`src/rtl/priority_encoder.sv`:
```
// Registered 8-to-3 priority encoder with request latching and valid/ready offer.
// Define PRIO_ENC_ROTATE_EN for round-robin priority (PRIO_HIGH is then ignored).
module priority_encoder #(
    parameter logic PRIO_HIGH = 1'b1
) (
    input  logic       clk,
    input  logic       rst,
    input  logic [7:0] in,
    output logic [2:0] out,
    output logic       valid,
    input  logic       ready,
    output logic [7:0] pending,
    output logic       merged
);

    typedef enum logic {
        IDLE,
        OFFER
    } state_t;

    state_t     state_q;
    logic [7:0] pending_q;
    logic [2:0] out_q;
    logic       valid_q;
    logic       merged_q;

    logic       acc;
    logic [7:0] clr;
    logic [7:0] pend_d;
    logic       merged_d;
    logic [2:0] enc_d;

`ifdef PRIO_ENC_ROTATE_EN
    logic [2:0] ptr_q;
    logic [2:0] ptr_d;

    // Ascending search from the pointer; the lowest offset found wins.
    function automatic logic [2:0] enc(input logic [7:0] v, input logic [2:0] ptr);
        logic [2:0] e;
        logic [2:0] idx;
        e = 3'd0;
        for (int i = 7; i >= 0; i--) begin
            idx = ptr + 3'(i);
            if (v[idx]) e = idx;
        end
        return e;
    endfunction
`else
    function automatic logic [2:0] enc(input logic [7:0] v);
        logic [2:0] e;
        e = 3'd0;
        if (PRIO_HIGH) begin
            for (int i = 0; i < 8; i++)
                if (v[i]) e = 3'(i);
        end else begin
            for (int i = 7; i >= 0; i--)
                if (v[i]) e = 3'(i);
        end
        return e;
    endfunction
`endif

    always_comb begin
        acc      = valid_q & ready;
        clr      = acc ? (8'b1 << out_q) : 8'h00;
        pend_d   = (pending_q & ~clr) | in;
        merged_d = |(in & pending_q & ~clr);
`ifdef PRIO_ENC_ROTATE_EN
        ptr_d    = acc ? (out_q + 3'd1) : ptr_q;
        enc_d    = enc(pend_d, ptr_d);
`else
        enc_d    = enc(pend_d);
`endif
    end

    always_ff @(posedge clk or posedge rst) begin
        if (rst) begin
            state_q   <= IDLE;
            pending_q <= 8'h00;
            out_q     <= 3'd0;
            valid_q   <= 1'b0;
            merged_q  <= 1'b0;
`ifdef PRIO_ENC_ROTATE_EN
            ptr_q     <= 3'd0;
`endif
        end else begin
            pending_q <= pend_d;
            merged_q  <= merged_d;
`ifdef PRIO_ENC_ROTATE_EN
            ptr_q     <= ptr_d;
`endif
            unique case (state_q)
                IDLE: begin
                    if (|pend_d) begin
                        out_q   <= enc_d;
                        valid_q <= 1'b1;
                        state_q <= OFFER;
                    end
                end
                OFFER: begin
                    // Offer is held stable until accepted; no preemption.
                    if (acc) begin
                        if (|pend_d) begin
                            out_q <= enc_d;
                        end else begin
                            valid_q <= 1'b0;
                            state_q <= IDLE;
                        end
                    end
                end
                default: begin
                    valid_q <= 1'b0;
                    state_q <= IDLE;
                end
            endcase
        end
    end

    assign out     = out_q;
    assign valid   = valid_q;
    assign pending = pending_q;
    assign merged  = merged_q;

endmodule

```
`config.mk`:
```
export PLATFORM = sky130hd
export DESIGN_NAME = priority_encoder
export DESIGN_NICKNAME = d
export VERILOG_FILES = /design/src/rtl/priority_encoder.sv
export SDC_FILE = /design/constraint.sdc
export NUM_CORES = 1
export LEC_CHECK = 0
export ABC_AREA = 1
export CORE_AREA = 2 2 47 49
export DETAILED_ROUTE_END_ITERATION = 6
export DIE_AREA = 0 0 49 51
export PLACE_DENSITY = 0.69
export SYNTH_ARGS = -nofsm -noshare
export SYNTH_HDL_FRONTEND = slang
export SYNTH_SLANG_ARGS = --single-unit
```
`constraint.sdc`:
```
create_clock -name clk -period 1.65 [get_ports clk]
set_input_delay 0.2475 -clock clk [delete_from_list [all_inputs] [get_ports clk]]
set_output_delay 0.2475 -clock clk [all_outputs]
set_load 0.1 [all_outputs]
```
==> run metrics <==
Sequential cell area=about 360 um^2; Synth Area in Adders=0%; IO Port Bufs=23; clk_skew=about 0.0016 ns; Rows=17; first-pass GRT wire length=2.97 mm; Top Ports=24; DIE WIDTH=49 um; initial antenna violation count=0; CP Data Required Time=~1.8 ns; Hold Crit Class=in -> async; DR vias/cell=4.57; Post-Synthesis Cells=99; critical path's largest stage delay=approximately 0.5 ns; multiplexer area fraction after synthesis=0%; fmax=about 650 MHz; critical path, cell by cell=nor2_2 -> nand3_1 -> nand2_1 -> nand2_1 -> nor2_2 -> nand2_4 -> nor2_4 -> nor2_1 -> nand2_1 -> nand2_1; cell mode on critical path=nand2_1; CTS buffer count=3; clock slew at reported path FFs=0.08 ns; core area=roughly 2100 um^2; status=completed; Fill cells=approximately 190; largest net degree at the start of global routing=15; number of global-route vias before repair=between 600 and 700; CP endpoint kind=flop; R2R Setup Slk=0.10 ns; CTS Sinks=14; later-pin clock latency in the skew report=0.28 ns; RePlAce Congestion=0.772; footprint of the multi-input gates=370 um^2; largest family of logic cells by synthesized area=simple AND/OR/NAND/NOR gates; CTS tree=built; largest delay contributor family on the critical path=simple AND/OR/NAND/NOR gates; Setup CP Type=reg -> reg; Avg WL per Cell=roughly 11 um; worst rel slew slack=63.6%; CP Launch Type=flop; Synth-to-Final Area Change=70.1%; Pleak=between 0.6 and 0.7 nW; Worst Hold Slack=slightly above 0.3 ns; VDD IR max=between 0.4 and 0.5 mV; Setup WS pre-CTS=-0.241 ns; Final setup viols=0; Post-Synth Simple-Gate Area=between 30 and 40%; pwr dens=685 nW/um^2; Final HPWL DP=between 1 and 1.5 mm; Syn Nets=110; worst slew pin tran=0.546 ns; Worst Path Max Fanout=4; Cell Count, Final, Fillers Out=164; antenna-violating nets left=0; max-cap viol count=0; Synth Cell Area=767 um^2; total number of vias=between 700 and 800; FF+latch count, synth=14; fin crit share=around 94%; grt total ovfl=0; sequential area share after synthesis=around 46%; Total Routing Usage GR=between 10% and 20%; H-tree depth reported by CTS=1; die height=between 50 and 60 um; CTS Buffer Depth=2; XOR/XNOR Fraction of Synth Area=0%; synthesis warning total=0; worst path bufs/invs=0; final hold violations=0; post-synthesis compound-gate area fraction=10.8%; Detailed Route WL=approximately 1.8 mm; Layout Utilization=between 60% and 70%; Mapped Avg Cell Area=~7.7 um^2; antenna cells=0; Data arrival, critical path=approximately 1.7 ns; DIE AREA=2500 um^2; share of cells above drive strength 1=about two fifths; # hold bufs at CTS=0; placed insts=between 150 and 200; Root Driver=clkbuf_4; 1st-pass router iterations=4; crit path time final=about 1.5 ns; nets=roughly 150; DRC Markers=0; Slew Limit Fails=0; Yosys cell types=17; Final WS setup=0.101 ns; Slowest cell on crit path=dfrtp_4; Initial Utilization=between 30% and 40%; DRT iter0 DRCs=8
## worst paths after layout
path | cells past startpoint | from | end
max in group asynchronous | 2 | rst | out[0]
max reg2reg | 10 | out[0] | out[0]
min in group clk | 4 | ready | valid
min reg2reg | 3 | state_q | valid
max | 10 | out[0] | out[0]
min | 2 | rst | pending[7]
## layout by cell type, fill, tap and decap left out
master	n
nor2_1	5
dfrtp_2	2
clkdlybuf4s50_1	9
nand2_1	29
nand4_1	1
nand2_4	2
o21ai_2	2
inv_2	1
nand3_2	1
a21oi_4	1
a21oi_2	1
clkbuf_4	3
buf_12	13
nand2_2	6
dlymetal6s2s_1	1
nor2_4	3
dfrtp_1	9
inv_1	18
o21ai_0	2
o22ai_1	3
dfrtp_4	3
buf_4	10
nor2_2	4
nand3_1	5
clkbuf_1	1
o21bai_2	1
## state kept, by name, indices dropped and copies added, names as in the netlist
register  count
merged        1
valid         1
state_q       1
pending       8
out           3
## what timing repair did
action	in CTS	in global routing
endpoints found under the setup margin	0	3
resized for setup	0	5
setup buffers	0	2
## cell families after synthesis
group / Yosys count
AO/OA/AOI/OAI: 10
buffers and inverters: 19
flip-flops: 14
AND/OR/NAND/NOR: 56
## Yosys cell counts (all sizes together)
library cell | instances | area share (%)
o22ai | 3 | 2.4
nand3 | 6 | 4.6
o21bai | 1 | 1.5
dfrtp | 14 | 46
nor2 | 12 | 8.2
o21ai | 4 | 3.6
a21oi | 2 | 3.3
nand4 | 1 | 0.82
nand2 | 37 | 21
inv | 19 | 9.3
## metal layers
metal / vias up / track usage, % / routed length (um)
met4: 0 / 10.0 / 44
met5: - / 0 / 0
met3: 5 / 3.22 / 72
met2: 17 / 25.3 / 900
met1: 350 / 20.1 / 742
li1: 377 / - / -
## power by group
part | total (mW) | internal (mW) | switching [mW]
Combinational | 0.307 | 0.120 | 0.187
Clock | 0.203 | 0.0939 | 0.109
Sequential | 0.383 | 0.361 | 0.0226
Total | 0.893 | 0.575 | 0.319
## per-stage QoR
step	TNS, ns	total power, mW	cell area [um^2]
after floorplan	0	0.564	791
after CTS	0	0.898	1270
final	0	0.893	1310
after global routing	-0.0114	0.941	1310
after global placement	-0.863	0.691	1250
after detailed placement	-0.911	0.694	1250
## cell type report
cell class	count	share of cell area, %
Inverter	19	5.47
Tap cell	28	2.68
Multi-Input combinational cell	66	28.4
Timing Repair Buffer	33	33.6
Clock buffer	4	2.01
Sequential cell	14	27.9
Power figures use the tool's default switching activity.
